File: src/rtl/fetch_unit_pkg.sv
// Shared cpu package: instruction field layout, opcode constants, fetch FSM encoding
// and small decode/parity helpers used by the fetch unit.
package fetch_unit_pkg;

  localparam int INSTR_W = 16;
  localparam int OPC_LSB = 12;
  localparam int OPC_W   = 4;
  localparam int CNT_LSB = 8;
  localparam int CNT_W   = 4;
  localparam int OPD_LSB = 0;
  localparam int OPD_W   = 8;

  localparam logic [OPC_W-1:0] OP_NOP = 4'h0;
  localparam logic [OPC_W-1:0] OP_LD  = 4'h1;
  localparam logic [OPC_W-1:0] OP_ST  = 4'h2;
  localparam logic [OPC_W-1:0] OP_ADD = 4'h3;
  localparam logic [OPC_W-1:0] OP_SUB = 4'h4;
  localparam logic [OPC_W-1:0] OP_MOV = 4'h6;
  localparam logic [OPC_W-1:0] OP_BR  = 4'h8;
  localparam logic [OPC_W-1:0] OP_HLT = 4'hF;

  typedef enum logic [1:0] {
    ST_FETCH   = 2'd0,
    ST_WAIT    = 2'd1,
    ST_FULL    = 2'd2,
    ST_DISCARD = 2'd3
  } fetch_state_e;

  function automatic logic [OPC_W-1:0] instr_opcode(input logic [INSTR_W-1:0] w);
    return w[OPC_LSB +: OPC_W];
  endfunction

  function automatic logic [CNT_W-1:0] instr_count(input logic [INSTR_W-1:0] w);
    return w[CNT_LSB +: CNT_W];
  endfunction

  function automatic logic [OPD_W-1:0] instr_operand(input logic [INSTR_W-1:0] w);
    return w[OPD_LSB +: OPD_W];
  endfunction

  // Even parity: the XOR over data and parity bit must be zero.
  function automatic logic parity_fail(input logic [INSTR_W-1:0] w, input logic p);
    return ^{w, p};
  endfunction

endpackage

File: src/rtl/fetch_unit_rep_counter.sv
// Saturating repeat counter; rep_stop flags that the count has reached the limit
// taken from the executing instruction's count field.
module rep_counter
  import fetch_unit_pkg::*;
#(
  parameter int REP_W = 4
) (
  input  logic             clk,
  input  logic             reset,
  input  logic             rep_reset,
  input  logic             rep_enable,
  input  logic [CNT_W-1:0] limit,
  output logic             rep_stop
);

  localparam logic [REP_W-1:0] CNT_MAX = {REP_W{1'b1}};
  localparam logic [REP_W-1:0] CNT_ONE = {{(REP_W-1){1'b0}}, 1'b1};

  logic [REP_W-1:0] count_q;
  logic [REP_W-1:0] count_d;

  // next count: clear wins over increment, increment holds at the top value
  always_comb begin
    count_d = count_q;
    if (rep_reset) begin
      count_d = {REP_W{1'b0}};
    end else if (rep_enable && (count_q != CNT_MAX)) begin
      count_d = count_q + CNT_ONE;
    end else begin
      count_d = count_q;
    end
  end

  // count register
  always_ff @(posedge clk or posedge reset) begin
    if (reset) begin
      count_q <= {REP_W{1'b0}};
    end else begin
      count_q <= count_d;
    end
  end

  assign rep_stop = ({{CNT_W{1'b0}}, count_q} >= {{REP_W{1'b0}}, limit});

endmodule

File: src/rtl/fetch_unit.sv
// Instruction fetch unit: PC, IR, one-entry prefetch buffer and repeat counter.
// Optional macro FETCH_PARITY_EN adds imem_parity / parity_err word checking.
module fetch_unit
  import fetch_unit_pkg::*;
#(
  parameter int ADDR_W = 8,
  parameter int REP_W  = 4
) (
  input  logic              clk,
  input  logic              reset,
  input  logic              pc_reset,
  input  logic              pc_enable,
  input  logic              pc_load,
  input  logic              ir_enable,
  input  logic              rep_reset,
  input  logic              rep_enable,
  output logic              imem_req,
  output logic [ADDR_W-1:0] imem_addr,
  input  logic              imem_ack,
  input  logic [15:0]       imem_rdata,
`ifdef FETCH_PARITY_EN
  input  logic              imem_parity,
  output logic              parity_err,
`endif
  output logic [3:0]        opcode_old,
  output logic [3:0]        opcode_new,
  output logic [7:0]        operand,
  output logic              rep_stop,
  output logic              fetch_stall
);

  localparam logic [ADDR_W-1:0] PC_ONE = {{(ADDR_W-1){1'b0}}, 1'b1};

  fetch_state_e        state_q, state_d;
  logic [ADDR_W-1:0]   pc_q, pc_d;
  logic [ADDR_W-1:0]   stale_addr_q, stale_addr_d;
  logic [INSTR_W-1:0]  ir_q, ir_d;
  logic [INSTR_W-1:0]  pb_q, pb_d;
  logic                pb_valid_q, pb_valid_d;
  logic                redirect;
  logic [ADDR_W-1:0]   redirect_pc;

  assign redirect    = pc_reset | pc_load;
  assign redirect_pc = pc_reset ? {ADDR_W{1'b0}} : ADDR_W'(instr_operand(ir_q));

  // fetch FSM next state and datapath updates
  always_comb begin
    state_d      = state_q;
    pc_d         = pc_q;
    stale_addr_d = stale_addr_q;
    ir_d         = ir_q;
    pb_d         = pb_q;
    pb_valid_d   = pb_valid_q;
    case (state_q)
      ST_FETCH, ST_WAIT: begin
        if (redirect) begin
          pc_d       = redirect_pc;
          pb_valid_d = 1'b0;
          // a request already seen by memory must be drained before refetching
          if ((state_q == ST_WAIT) && !imem_ack) begin
            state_d      = ST_DISCARD;
            stale_addr_d = pc_q;
          end else begin
            state_d = ST_FETCH;
          end
        end else if (imem_ack) begin
          pb_d       = imem_rdata;
          pb_valid_d = 1'b1;
          pc_d       = pc_q + PC_ONE;
          state_d    = ST_FULL;
        end else begin
          state_d = ST_WAIT;
        end
      end
      ST_FULL: begin
        if (redirect) begin
          pc_d       = redirect_pc;
          pb_valid_d = 1'b0;
          state_d    = ST_FETCH;
        end else if (pc_enable) begin
          ir_d       = ir_enable ? pb_q : ir_q;
          pb_valid_d = 1'b0;
          state_d    = ST_FETCH;
        end else begin
          state_d = ST_FULL;
        end
      end
      ST_DISCARD: begin
        pc_d       = redirect ? redirect_pc : pc_q;
        pb_valid_d = 1'b0;
        if (imem_ack) begin
          state_d = ST_FETCH;
        end else begin
          state_d = ST_DISCARD;
        end
      end
      default: begin
        state_d    = ST_FETCH;
        pb_valid_d = 1'b0;
      end
    endcase
    ir_d = pc_reset ? {INSTR_W{1'b0}} : ir_d;
  end

  // fetch state and datapath registers
  always_ff @(posedge clk or posedge reset) begin
    if (reset) begin
      state_q      <= ST_FETCH;
      pc_q         <= {ADDR_W{1'b0}};
      stale_addr_q <= {ADDR_W{1'b0}};
      ir_q         <= {INSTR_W{1'b0}};
      pb_q         <= {INSTR_W{1'b0}};
      pb_valid_q   <= 1'b0;
    end else begin
      state_q      <= state_d;
      pc_q         <= pc_d;
      stale_addr_q <= stale_addr_d;
      ir_q         <= ir_d;
      pb_q         <= pb_d;
      pb_valid_q   <= pb_valid_d;
    end
  end

  assign imem_req    = (state_q != ST_FULL);
  assign imem_addr   = (state_q == ST_DISCARD) ? stale_addr_q : pc_q;
  assign opcode_old  = instr_opcode(ir_q);
  assign operand     = instr_operand(ir_q);
  assign opcode_new  = pb_valid_q ? instr_opcode(pb_q) : OP_HLT;
  assign fetch_stall = ~pb_valid_q;

  rep_counter #(
    .REP_W(REP_W)
  ) u_rep_counter (
    .clk       (clk),
    .reset     (reset),
    .rep_reset (rep_reset),
    .rep_enable(rep_enable),
    .limit     (instr_count(ir_q)),
    .rep_stop  (rep_stop)
  );

`ifdef FETCH_PARITY_EN
  logic perr_q, perr_d;
  logic accept;

  assign accept = ((state_q == ST_FETCH) || (state_q == ST_WAIT)) && imem_ack && !redirect;

  // sticky parity error, cleared by pc_reset
  always_comb begin
    perr_d = perr_q;
    if (pc_reset) begin
      perr_d = 1'b0;
    end else if (accept && parity_fail(imem_rdata, imem_parity)) begin
      perr_d = 1'b1;
    end else begin
      perr_d = perr_q;
    end
  end

  // parity error register
  always_ff @(posedge clk or posedge reset) begin
    if (reset) begin
      perr_q <= 1'b0;
    end else begin
      perr_q <= perr_d;
    end
  end

  assign parity_err = perr_q;
`endif

endmodule
File: config.mk
export PLATFORM = sky130hd
export DESIGN_NAME = fetch_unit
export DESIGN_NICKNAME = d
export VERILOG_FILES = /design/src/rtl/fetch_unit_pkg.sv /design/src/rtl/fetch_unit_rep_counter.sv /design/src/rtl/fetch_unit.sv
export SDC_FILE = /design/constraint.sdc
export NUM_CORES = 1
export LEC_CHECK = 0
export BUFFER_PORTS_ARGS = -buffer_cell sky130_fd_sc_hd__buf_2
export CORE_UTILIZATION = 30
export DETAILED_ROUTE_END_ITERATION = 16
export MAX_ROUTING_LAYER = met4
export PLACE_DENSITY_LB_ADDON = 0.2
export SYNTH_ARGS = -nofsm -noshare
export SYNTH_HDL_FRONTEND = slang
export SYNTH_SLANG_ARGS = --single-unit
File: constraint.sdc
create_clock -name clk -period 2.1 [get_ports clk]
set_input_delay 0.21 -clock clk [delete_from_list [all_inputs] [get_ports clk]]
set_output_delay 0.21 -clock clk [all_outputs]
set_load 0.05 [all_outputs]
==> Word-level counts from Yosys, hierarchy flattened <==
Index checks and enable logic that the tools add are counted.
{ "word_totals": {"regBits": 55, "elab_cells": 63, "output_inout_bits": 27, "in_bits": 25} }
{ "classes": {"muxes": 26, "reduce_logical": 15, "addsub": 2, "order_cmp": 1, "n_eq_ne": 9, "bitwise_logic": 3} }
{ "ops": {"columns": ["op", "count"], "rows": [
  ["two-way mux 16 bit", 5],
  ["two-way mux 8 bit", 5],
  ["case mux 8 bit (2 select lines)", 1],
  ["two-way mux 2 bit", 6],
  ["two-way mux 4 bit", 3],
  ["adder 8 x 1 -> 8 bit (second input constant)", 1],
  ["nonzero test 2 bit", 4],
  ["!= test 3 bit (second input constant)", 2],
  ["case mux 2 bit (3 select lines)", 1],
  ["AND reduction 3 bit", 2],
  ["adder 4 x 1 -> 4 bit (second input constant)", 1],
  ["== test 2 bit (second input constant)", 2],
  [">= comparator 4 bit", 1],
  ["two-way mux 1 bit", 4],
  ["!= test 2 bit (second input constant)", 2],
  ["!= test 4 bit (second input constant)", 1],
  ["AND reduction 2 bit", 2],
  ["AND reduction 4 bit", 1],
  ["OR reduction 2 bit", 2],
  ["case mux 1 bit (3 select lines)", 1],
  ["== test 2 x 1 -> 1 bit (second input constant)", 1],
  ["logical AND 1 bit", 2],
  ["logical NOT 2 bit", 1],
  ["!= test 2 x 1 -> 1 bit (second input constant)", 1],
  ["other kinds (3)", 4]
]} }

==> Depth between registers and ports, before layout <==
{ "depth": {"word_depth": 5, "ltp_mapped": 6, "mapped_depth_nobuf": 6} }

==> Hierarchy <==
Synthesis repeated with hierarchy kept, for this count alone.
{ "hier_totals": {"hier_cells": 226, "hier_area_um2": 2721.4} }
{ "by_module_without_submodules": {"columns": ["mod", "seq_area_each_um2", "area_each_um2", "instances", "cells_per_inst"], "rows": [
  ["fetch_unit", 1276.2, 2402.3, 1, 192],
  ["rep_counter", 100.1, 319.1, 1, 34]
]} }

==> Least setup slack after synthesis <==
No wires, ideal clock.
{ "synth_timing": {"kind": "flip-flop to output port", "start": "reg u_rep_counter.count_q[0]", "end": "out rep_stop", "n_path_buf": 0, "path_stages_with_launch": 7, "required_ns": 1.890, "setup_slack_ns": 0.444, "t_arrival_ns": 1.446, "path_cell_list": "dfrtp_1 > inv_1 > ha_1 > nand2b_1 > a21o_1 > a21o_1 > a21o_1"} }
{ "synth_via": {"elab_chain_cells": 1} }
{ "synth_lines": {"columns": ["element", "line_no", "text"], "rows": [
  ["start, declared", "fetch_unit_rep_counter.sv:19", "logic [REP_W-1:0] count_q;"],
  ["start signal, assigned", "fetch_unit_rep_counter.sv:37", "count_q <= {REP_W{1'b0}};"],
  ["start signal, assigned", "fetch_unit_rep_counter.sv:39", "count_q <= count_d;"],
  [">= comparator 4 bit", "fetch_unit_rep_counter.sv:43", "assign rep_stop = ({{CNT_W{1'b0}}, count_q} >= {{REP_W{1'b0}}, limit});"],
  ["end, declared", "fetch_unit.sv:28", "output logic rep_stop,"]
]} }
No other way between the ends.

==> Final worst setup path <==
{ "layout_timing": {"start": "reg ir_q[8]", "end": "out rep_stop"} }
{ "layout_via": {"elab_chain_cells": 1} }
{ "layout_lines": {"columns": ["element", "line_no", "text"], "rows": [
  ["start, declared", "fetch_unit.sv:37", "logic [INSTR_W-1:0] ir_q, ir_d;"],
  ["start signal, assigned", "fetch_unit.sv:111", "ir_q <= {INSTR_W{1'b0}};"],
  ["start signal, assigned", "fetch_unit.sv:118", "ir_q <= ir_d;"],
  [">= comparator 4 bit", "fetch_unit_rep_counter.sv:43", null]
]} }
No other way between the ends.

==> run summary <==
- register — startpoint class of the critical path
- 0.1721 — GR met2 Demand/Resource
- 0.4744 — Rel. slew slack
- 55 — number of storage elements in the synthesis netlist
- 0 — antenna diode count
- 0.03022 — met3 track utilization from global routing
- 14.60 microns — routed len/inst
- 0.5040 GHz — maximum clock rate
- 1,740 — vias in the first global route
- 1376 sq um — Seq. cell area
- 9121 microns — global-route wire length before repair
- 3027 sq um — total cell area at the placement stage
- ha_1 > nand2b_1 > a21o_1 > a21o_1 > a21o_1 > buf_6 — chain of cells forming the critical path
- multiplexers — largest family of logic cells by synthesized area
- 254 — net count after synthesis
- 0 — aggregate global routing overflow
- a21o_1 — Most Frequent Cell on Critical Path
- true — RSZ-0062 raised after global routing
- 785.5 ps — Worst-Margin Slew
- 0.4576 — share of cells above drive strength 1
- 3929 microns — HPWL after detailed placement
- 0 — Hold Fails Final Rpt
- 1.000 — fraction of registers with async set or reset after synthesis
- 0.3127 — initial standard-cell utilization of the core
- met1 — busiest metal layer after global routing
- 12.29 sq um — mean instance size in the synthesized netlist
- 97.57 microns — Vert. Die Dim
- 34 — Cell Rows
- 9520 sq um — die outline area
- ir_q[8] — origin of the worst setup path
- 703.5 nW/um^2 — total power divided by cell area
- 2.210 mW — Overall Power
- 2 — CP max FO
- yes — CTS tree
- 0.9449 — final clock period utilization by the worst path
- 4.665 — vias per cell
- rep_reset — startpoint of the most critical hold path
- 3142 sq um — design area
- 14.66% — synthesis-to-layout area growth
- 310 ps — clock insertion delay at the later pin of the skew report
- 0 — number of enable flip-flop cells after synthesis
- 0 — final count of negative-setup-slack endpoints
- 1770 ps — crit path DAT
- 51 — IO Port Bufs
- 0 — initial antenna violation count
- 2 — buffers from clock root to sink, at most
- 223 — number of instances in the synthesized netlist
- input port to register — Hold WC Path Type
- 1984 ps — crit path time final
- 240.5 uV — Max IR drop VDD
- 400 ps — biggest cell delay along the critical path
- output pin — CP endpoint kind
- 0.7557 — final weighted congestion in routability-driven placement
- 0 — total of max-cap violations
- 97.57 microns — die boundary width
- 0.1461 — multiplexer fraction of the synthesized cell area
- 42 — post-synth cell types
- dfrtp_1 — cell with the largest stage delay on the worst path
- 5535 microns — total wirelength of the detailed-routed design
- 0.1091 — fraction of the mapped netlist area in simple logic gates
- 1890 ps — data required time of the worst path
- 0 — Max Transition Viols Final
- 0.1283 — fraction of the mapped netlist area in compound gates
- 51 — initial detailed-routing violation count
- 0 — DRC violation count after routing
- 0 — number of warnings issued by yosys
- 878 — # fillers
- 368 — Cells after DPL
- 8763 sq um — total core area
- register to output pin — Crit Path Class
- 0 — post-route ant nets
- 371.2 ps — post-placement setup slack
- 0.5023 — sequential-to-total area share from yosys stat
- 0.01279 — post-synthesis xor/xnor area fraction
- state_q[0] — FF-to-FF Start
- 6.959 ps — final setup skew
- 56 — maximum number of pins on one net before global-route repair
- 90 ps — clock transition at the registers of the reported paths
- 0.02740 — area share of fa/ha/maj cells after synthesis
- finished, final reports clean — run status
- clkbuf_8 — root buffer cell
- 301 — final net count
- 1164 sq um — area taken by multi-input logic gates
- 0.1783 — routing usage on met1
- 1,768 — routed via count
- 2740 sq um — cell area after synthesis
- 1.527 nW — leakage
- 0.1238 — All-Layer GR Usage
- 2 — total number of H-tree levels
- 5 — total CTS buffers
- 115.7 ps — final worst slack
- 52 — num ports
- 379 — post-route insts no fill
- 4 — number of iterations in the first detailed-routing pass
- dfrtp_1 — flip-flop cell with the highest count after synthesis
- 55 — TritonCTS sink count
synthesized netlist by cell type, drive strengths merged (2+ instances only):
master | n | area, sq um
xnor2 | 2 | 17.52
a22o | 16 | 160.2
nand2 | 6 | 22.52
nor3 | 6 | 45.04
nand2b | 7 | 43.79
a21oi | 8 | 40.04
o21ai | 5 | 28.78
buf | 19 | 156.4
nor3b | 2 | 15.01
xor2 | 2 | 17.52
and3 | 2 | 12.51
inv | 11 | 41.29
dfrtp | 55 | 1376
a21o | 4 | 30.03
mux2i | 4 | 40.04
a211oi | 2 | 15.01
nand3 | 6 | 30.03
nor2 | 11 | 41.29
mux2 | 32 | 360.3
ha | 6 | 75.07
metal layers:
layer,wire length [microns],vias to the layer above
met5,0,-
met4,39,0
met1,2801,847
met2,2489,35
met3,205,5
li1,-,881
worst max-delay path: cells and delay by family (launching register included):
family / cells / cell delay [ps]
AO/OA/AOI/OAI: 3 / 510
flip-flops: 1 / 400
adder cells (fa/ha/maj): 1 / 280
buffers and inverters: 1 / 150
AND/OR/NAND/NOR: 1 / 140
stage by stage:
stage / hold slack (ps) / utilization / TNS (ps)
floorplan: 273.1 / - / 0
global route: 84.86 / 0.3585 / -14.66
global placement: 289.3 / 0.3454 / 0
detailed placement: 288.5 / 0.3454 / 0
CTS: 82.21 / 0.3558 / 0
finish: 95.30 / 0.3585 / 0
cells in the final DEF (no fill, tap or decap), types with 2 or more instances in the layout:
cell	netlist	final
dfrtp_1	55	55
buf_2	2	50
mux2_2	31	31
a22o_2	16	16
nor2_1	11	11
inv_1	11	9
a21oi_1	8	8
nand2b_1	7	7
buf_4	12	7
nand3_1	6	6
ha_1	6	6
nand2_1	6	5
clkbuf_8	0	5
a21o_1	4	4
o21ai_0	4	4
mux2i_1	4	4
nor3_2	3	3
nor3_1	3	3
nor3b_1	2	2
a211oi_1	2	2
and3_1	2	2
xor2_1	2	2
inv_2	0	2
xnor2_1	2	2
clkbuf_1	0	2
report_power, final:
part	switching, mW	total [mW]	internal, mW
Combinational	0.208	0.386	0.178
Sequential	0.0748	1.25	1.17
Clock	0.342	0.577	0.236
Total	0.625	2.21	1.59
flip-flops by register name (all words and copies together), names as in the netlist:
register	flops
ir_q	16
state_q	2
stale_addr_q	8
pb_valid_q	1
pc_q	8
u_rep_counter.count_q	4
pb_q	16
cells by family after synthesis:
kind of cell,count (synthesis)
AOI/OAI and AO/OA,44
adders and majority gates,6
buffers and inverters,31
DFF,55
muxes,36
and+or+nand+nor,47
xor gates and xnor gates,4
final timing paths:
| path | cells after the start | slack, ps | end |
|---|---|---|---|
| max in group asynchronous | 4 | 1370 | ir_q[5] |
| min | 2 | 100 | u_rep_counter.count_q[0] |
| min reg2reg | 1 | 490 | ir_q[6] |
| max | 6 | 120 | rep_stop |
| max reg2reg | 5 | 360 | ir_q[5] |
| min in group asynchronous | 4 | 480 | pb_q[10] |
area by class of cell:
| cell class | count | area share |
|---|---|---|
| tap | 108 | 0.04301 |
| sequential | 55 | 0.4381 |
| clock buffer | 7 | 0.02429 |
| timing repair buffer | 60 | 0.1095 |
| multi-input combinational | 137 | 0.3704 |
| inverter | 11 | 0.01314 |
| clock inverter | 1 | 0.001593 |
what timing repair did:
| item | 4_1_cts | 5_1_grt |
|---|---|---|
| resized for setup | 0 | 5 |
| hold buffers | 1 | 0 |
| setup endpoints to repair | 0 | 8 |
| endpoints found under the hold margin | 55 | 0 |
| setup buffers | 0 | 2 |
(Power assumes the default switching activity.)
